$ cat config.mk
export PLATFORM = sky130hd
export DESIGN_NAME = bin2bcd_seq_flat
export DESIGN_NICKNAME = d
export VERILOG_FILES = /design/src/rtl/bin2bcd_pkg.sv /design/src/rtl/bin2bcd_seq_if.sv /design/src/rtl/bcd_add3_adj.sv /design/src/rtl/bin2bcd_seq.sv /design/src/flat_wrapper.sv
export SDC_FILE = /design/constraint.sdc
export NUM_CORES = 1
export LEC_CHECK = 0
export CAP_MARGIN = 20
export CORE_ASPECT_RATIO = 1.25
export CORE_MARGIN = 2
export CORE_UTILIZATION = 35
export DETAILED_ROUTE_END_ITERATION = 6
export PLACE_DENSITY_LB_ADDON = 0.2
export SKIP_LAST_GASP = 1
export SLEW_MARGIN = 20
export SYNTH_ARGS = -nofsm -noshare
export SYNTH_HDL_FRONTEND = slang
export SYNTH_SLANG_ARGS = --single-unit
$ cat constraint.sdc
create_clock -name Clk -period 3.3 [get_ports Clk]
set_input_delay 0.99 -clock Clk [delete_from_list [all_inputs] [get_ports Clk]]
set_output_delay 0.99 -clock Clk [all_outputs]
set_load 0.01 [all_outputs]
$ cat src/rtl/bin2bcd_pkg.sv
// ---------------------------------------------------------------------------
// bin2bcd_pkg
// Shared definitions for the sequential binary-to-BCD converter:
//   - ST_IDLE / ST_SHIFT / ST_DONE : 2-bit state encodings
//   - state_e                      : FSM state type built on those encodings
//   - ADD3_THRESH                  : nibble value at which the +3 adjust fires
//   - bcd_width(w)                 : BCD field width needed for a w-bit input
// ---------------------------------------------------------------------------
package bin2bcd_pkg;

  localparam logic [1:0] ST_IDLE  = 2'd0;
  localparam logic [1:0] ST_SHIFT = 2'd1;
  localparam logic [1:0] ST_DONE  = 2'd2;

  typedef enum logic [1:0] {
    IDLE  = ST_IDLE,
    SHIFT = ST_SHIFT,
    DONE  = ST_DONE
  } state_e;

  localparam logic [3:0] ADD3_THRESH = 4'd5;

  // Enough BCD bits to hold the largest w-bit value: w+(w-4)/3+1.
  function automatic int bcd_width(input int w);
    return w + (w - 4) / 3 + 1;
  endfunction

endpackage

$ cat src/rtl/bin2bcd_seq_if.sv
// ---------------------------------------------------------------------------
// bin2bcd_seq_if
// Start/Done handshake bundle between a requester and bin2bcd_seq.
//   Start : conversion request (requester -> converter)
//   Bin   : W-bit binary value (requester -> converter)
//   Busy  : conversion iterating (converter -> requester)
//   Done  : one-cycle pulse when Bcd is updated (converter -> requester)
//   Bcd   : packed BCD result, digit i at [4i+3:4i] (converter -> requester)
//   Neg   : sign of the last result, only with BIN2BCD_SIGNED_EN defined
// Modports: master (requester side), slave (converter side).
// ---------------------------------------------------------------------------
interface bin2bcd_seq_if #(
  parameter int W = 32
);
  import bin2bcd_pkg::*;

  localparam int BW = bcd_width(W);

  logic          Start;
  logic [W-1:0]  Bin;
  logic          Busy;
  logic          Done;
  logic [BW-1:0] Bcd;
`ifdef BIN2BCD_SIGNED_EN
  logic          Neg;

  modport master (output Start, Bin, input Busy, Done, Bcd, Neg);
  modport slave  (input Start, Bin, output Busy, Done, Bcd, Neg);
`else
  modport master (output Start, Bin, input Busy, Done, Bcd);
  modport slave  (input Start, Bin, output Busy, Done, Bcd);
`endif

endinterface

$ cat src/rtl/bcd_add3_adj.sv
// ---------------------------------------------------------------------------
// bcd_add3_adj
// Combinational double-dabble correction: every nibble whose value is 5 or
// more gets +3 (4-bit wrap, no carry into the next nibble), so that the
// following left shift carries correctly into the next decimal digit.
//   bcd_i : ND packed BCD nibbles before correction
//   bcd_o : ND packed BCD nibbles after correction
// ---------------------------------------------------------------------------
module bcd_add3_adj
  import bin2bcd_pkg::*;
#(
  parameter int ND = 11
) (
  input  logic [4*ND-1:0] bcd_i,
  output logic [4*ND-1:0] bcd_o
);

  for (genvar g = 0; g < ND; g++) begin : gen_nib
    assign bcd_o[4*g +: 4] = (bcd_i[4*g +: 4] >= ADD3_THRESH) ?
                             bcd_i[4*g +: 4] + 4'd3 : bcd_i[4*g +: 4];
  end

endmodule

$ cat src/rtl/bin2bcd_seq.sv
// ---------------------------------------------------------------------------
// bin2bcd_seq
// Iterative shift-and-add-3 binary-to-BCD converter, one input bit per clock.
// A request accepted in cycle 0 keeps Busy high in cycles 1..W and pulses
// Done with the new Bcd in cycle W+1. Bcd holds the previous result while a
// new conversion runs. Start is accepted in IDLE and DONE only.
//   Clk   : system clock
//   Rst_n : synchronous active-low reset
//   bus   : bin2bcd_seq_if slave (Start, Bin, Busy, Done, Bcd[, Neg])
// Optional build macro BIN2BCD_SIGNED_EN: Bin is two's complement, the
// magnitude is converted and the registered sign comes out on Neg.
// ---------------------------------------------------------------------------
module bin2bcd_seq
  import bin2bcd_pkg::*;
#(
  parameter int W = 32
) (
  input  logic          Clk,
  input  logic          Rst_n,
  bin2bcd_seq_if.slave  bus
);

  localparam int BW = bcd_width(W);
  localparam int CW = $clog2(W + 1);
  localparam int ND = (BW + 3) / 4;
  localparam int PW = 4 * ND;
  localparam int SW = BW + W;

  state_e         state_q, state_d;
  logic [SW-1:0]  sreg_q, sreg_d;
  logic [CW-1:0]  cnt_q, cnt_d;
  logic [BW-1:0]  bcd_q, bcd_d;
  logic           neg_q, neg_d;
  logic           negPend_q, negPend_d;

  logic [PW-1:0]  fieldPad;
  logic [PW-1:0]  fieldAdj;
  logic [SW-1:0]  adjusted;
  logic [W-1:0]   loadVal;

`ifdef BIN2BCD_SIGNED_EN
  // Negating in W bits and reading the result as unsigned gives the exact
  // magnitude, including 2^(W-1) for the most negative input.
  assign loadVal = bus.Bin[W-1] ? (~bus.Bin + 1'b1) : bus.Bin;
`else
  assign loadVal = bus.Bin;
`endif

  // The BCD field is padded up to whole nibbles; the pad always stays zero.
  assign fieldPad = PW'(sreg_q[SW-1:W]);

  bcd_add3_adj #(.ND(ND)) u_adj (
    .bcd_i (fieldPad),
    .bcd_o (fieldAdj)
  );

  assign adjusted = {fieldAdj[BW-1:0], sreg_q[W-1:0]};

  if (PW > BW) begin : gen_pad
    logic unusedPad;
    assign unusedPad = &{1'b0, fieldAdj[PW-1:BW]};
  end

  // State and datapath registers; reset also discards any partial result.
  always_ff @(posedge Clk) begin
    if (!Rst_n) begin
      state_q   <= IDLE;
      sreg_q    <= '0;
      cnt_q     <= '0;
      bcd_q     <= '0;
      neg_q     <= 1'b0;
      negPend_q <= 1'b0;
    end else begin
      state_q   <= state_d;
      sreg_q    <= sreg_d;
      cnt_q     <= cnt_d;
      bcd_q     <= bcd_d;
      neg_q     <= neg_d;
      negPend_q <= negPend_d;
    end
  end

  // Next-state logic. SHIFT runs W times; on the last one the post-shift
  // BCD field is copied into the output register so Done and Bcd align.
  always_comb begin
    state_d   = state_q;
    sreg_d    = sreg_q;
    cnt_d     = cnt_q;
    bcd_d     = bcd_q;
    neg_d     = neg_q;
    negPend_d = negPend_q;
    case (state_q)
      IDLE, DONE: begin
        if (bus.Start) begin
          sreg_d    = {{BW{1'b0}}, loadVal};
          cnt_d     = '0;
          negPend_d = bus.Bin[W-1];
          state_d   = SHIFT;
        end else begin
          state_d   = IDLE;
        end
      end
      SHIFT: begin
        sreg_d = {adjusted[SW-2:0], 1'b0};
        cnt_d  = cnt_q + 1'b1;
        if (cnt_q == CW'(W - 1)) begin
          bcd_d   = adjusted[SW-2:W-1];
          neg_d   = negPend_q;
          state_d = DONE;
        end
      end
      default: state_d = IDLE;
    endcase
  end

  assign bus.Busy = (state_q == SHIFT);
  assign bus.Done = (state_q == DONE);
  assign bus.Bcd  = bcd_q;
`ifdef BIN2BCD_SIGNED_EN
  assign bus.Neg  = neg_q;
`else
  logic unusedNeg;
  assign unusedNeg = &{1'b0, neg_q};
`endif

endmodule
$ cat src/flat_wrapper.sv
// flat-port wrapper written by rule: the top's interface ports become plain ports
module bin2bcd_seq_flat import bin2bcd_pkg::*;
#(
  parameter int W = 32
)
  (Clk, Rst_n, bus_Start, bus_Bin, bus_Busy, bus_Done, bus_Bcd);
  bin2bcd_seq_if #(.W(W)) bus_i ();
  input  logic Clk;
  input  logic Rst_n;
  input wire logic [$bits(bus_i.Start)-1:0] bus_Start;
  input wire logic [$bits(bus_i.Bin)-1:0] bus_Bin;
  output wire logic [$bits(bus_i.Busy)-1:0] bus_Busy;
  output wire logic [$bits(bus_i.Done)-1:0] bus_Done;
  output wire logic [$bits(bus_i.Bcd)-1:0] bus_Bcd;
  assign bus_i.Start = bus_Start;
  assign bus_i.Bin = bus_Bin;
  assign bus_Busy = bus_i.Busy;
  assign bus_Done = bus_i.Done;
  assign bus_Bcd = bus_i.Bcd;
  bin2bcd_seq #(.W(W)) u_core (.Clk(Clk), .Rst_n(Rst_n), .bus(bus_i));
endmodule
==> impl_metrics.yaml <==
clock_network:
  hold_buffers: 0
  cts_sinks: 123
  clockBufferDepth: 2
  htree_levels: 4
  post_cts_buffers: 0
  cts_made_buffers: 17
  clk_pin_slew_worst_paths_ns: 0.05
  cts_tree: "done"
  cts_resized: 0
  clock_latency_ns: 0.41
  root_buffer: "clkbuf_16"
setup_path:
  crit_fanout: 8
  critPathArrivalTime_ns: 1.76
  startpoint_type: "flip-flop"
  slowest_delay_ns: 0.55
  cpMaxStageDelayCell: "clkdlybuf4s50_1"
  reg2regPathDepth: 6
  required_ns: 2.31
  cp-end-kind: "output pin"
  worstPathCellList: "nand2b_1 > inv_2 > clkdlybuf4s50_1"
  r2r_end: "u_core.sreg_q[54]"
  reg2reg_from: "u_core.state_q[0]"
  crit_type: "reg -> out"
  rrSetupSlack_ns: 1.18
global_routing:
  gr-total-overflow: 0
  first_global_vias: 4323
  grt_pass1_wl_um: 20040
  grt_usage_pct: 15.62
  grt_max_degree: 50
  antenna_found_initial: 0
layout:
  final_cell_mix: "dfxtp_1, nand2_1, clkdlybuf4s50_1"
  final_area_um2: 6723
  layout-drive-gt1-share_pct: 8.419
  final_common_cell: "dfxtp_1"
  fin_nets: 720
  antenna_cells: 0
  areaGrowthSynthToFinish_pct: 27.32
floorplan:
  die_w_um: 113.9
  rows: 50
  die_y_um: 141.3
  dieArea_um2: 16090
  ios: 79
  coreArea_um2: 14890
  start_util_pct: 35.46
synthesis:
  synth_xor_area_share_pct: 1.659
  synth_top_family_by_area: "compound AO/OA/AOI/OAI gates"
  synthCells: 596
  synth_cell_types: 35
  postSynthRegisterBits: 123
  synth_compound_area_share_pct: 22.04
  synth_fa_ha_area_share_pct: 4.976
  syn_area_um2: 5280
  yosys.area_share.simple_pct: 14.81
  yosysWarningCount: 0
  synthMuxAreaShare_pct: 4.028
  syn_nets: 652
  ys_seq_area_share_pct: 46.64
  synth.avg_cell_area_um2: 8.859
hold_path:
  whs_path_depth: 2
  hold_start: "u_core.sreg_q[14]"
  hold_class: "reg -> reg"
  holdPathEnd: "u_core.sreg_q[14]"
timing:
  max_freq_mhz: 363.1
  slew_viol_final: 0
  finalHoldViolCount: 0
  worst_slack_ns: 0.5456
  tightest_slew_ns: 0.6600
  setup_viol: 0
  tns_ns: 0
  fin_crit_sh_pct: 83.47
  fin_worst_skew_ns: 0.01158
  rsz0062_at_grt: "no"
  min_period_ns: 2.754
  slew_headroom_pct: 56.00
placement:
  place.gp.congestion: 0.7977
  dpl_cell_area_um2: 6163
  port_buffers: 78
  post-dp-hpwl_um: 8192
  pre_cts_ws_ns: 0.6886
detailed_routing:
  vias: 4409
  drtIter0Drc: 219
  drcViolationCount: 0
  drt_wl_total_um: 12300
  antenna_left: 0
  routedWlPerCell_um: 14.32
  vias_per_cell: 5.133
  dr.pass1.iters: 4
power_and_ir_drop:
  peakVddDrop_uv: 281.9
  p_total_uw: 3466
  p_leak_uw: 0.002346
  power.density_nw_per_um2: 515.6
flow_run:
  drv_cap: 0
outcome:
  status: "completed"
how the worst max path moves through the flow:
stage | end | from | slack, ns | depth (start not counted)
5_1_grt | bus_Busy | u_core.state_q[0] | 0.45 | 3
3_3_place_gp | u_core.sreg_q[26] | bus_Start | 0.75 | 5
3_5_place_dp | u_core.sreg_q[21] | bus_Start | 0.69 | 5
6_report | bus_Busy | u_core.state_q[0] | 0.55 | 3
2_1_floorplan | u_core.bus.Bcd[19] | Rst_n | 1.35 | 5
4_1_cts | bus_Busy | u_core.state_q[0] | 0.50 | 3
layout make-up:
cell class                 instances  area (um2)
fill                            1459        8167
multi-input combinational        411        2519
sequential                       123        2462
timing repair buffer              88       868.3
clock buffer                      25       495.5
tap                              182       227.7
inverter                          23       86.33
clock inverter                     7       63.81
synth_stat cells (all sizes together):
library cell  number  area [um2]
and4b              1       10.01
o21ai             56       280.3
o21a               1       7.510
nor2              21       95.09
nor3b             14       105.1
and2               6       37.54
buf               25       170.2
o2bb2ai            4       35.03
a21oi             68       340.3
nor2b              7       43.79
xnor2             10       87.58
mux2              10       112.6
ha                21       262.8
dfxtp            123        2462
nand2b            18       112.6
mux2i             10       100.1
nand2             93       349.1
clkbuf            14       52.55
inv               23       86.33
and3               1       6.260
o2111ai            1       8.760
a22oi             40       300.3
nor3               1       10.01
a21o               1       7.510
nand4              2       12.51
o41ai              1       8.760
a211oi             4       50.05
o22ai             20       125.1
state kept, by name (all words and copies together), names as in the netlist:
signal	flops
u_core.bus.Bcd	42
u_core.cnt_q	6
u_core.sreg_q	73
u_core.state_q	2
power breakdown:
part / internal [uW] / switching, uW / total [uW]
sequential: 1520 / 17.8 / 1540
combinational: 78.9 / 116 / 195
clock: 1110 / 626 / 1740
critical path: cells and delay by family (launching register included):
| family | cells | cell delay, ns |
|---|---|---|
| buffers and inverters | 2 | 0.73 |
| DFF | 1 | 0.38 |
| and+or+nand+nor | 1 | 0.25 |
per-stage QoR:
stage / util (%) / cells / hold WS (ns)
final: 45.15 / 859 / 0.4551
after floorplan: - / 596 / 0.4248
after global routing: 45.15 / 859 / 0.4755
after global placement: 41.39 / 827 / 0.4430
after detailed placement: 41.39 / 827 / 0.4504
after CTS: 45.15 / 859 / 0.4577
cells by family (layout without fill, tap and decap cells):
group	after synthesis	in the layout
AO/OA/AOI/OAI	196	196
AND/OR/NAND/NOR	164	164
flip-flops	123	123
buffers and inverters	62	143
adder cells (fa/ha/maj)	21	21
multiplexers	20	20
XOR/XNOR	10	10
metal layers:
layer | wire [um] | global-route usage, % | vias up
met1 | 5355 | 17.83 | 2099
met2 | 6127 | 27.01 | 87
met3 | 619 | 5.211 | 13
li1 | - | - | 2210
met5 | 0 | 0 | -
met4 | 200 | 5.969 | 0
Power figures use the tool's default switching activity.
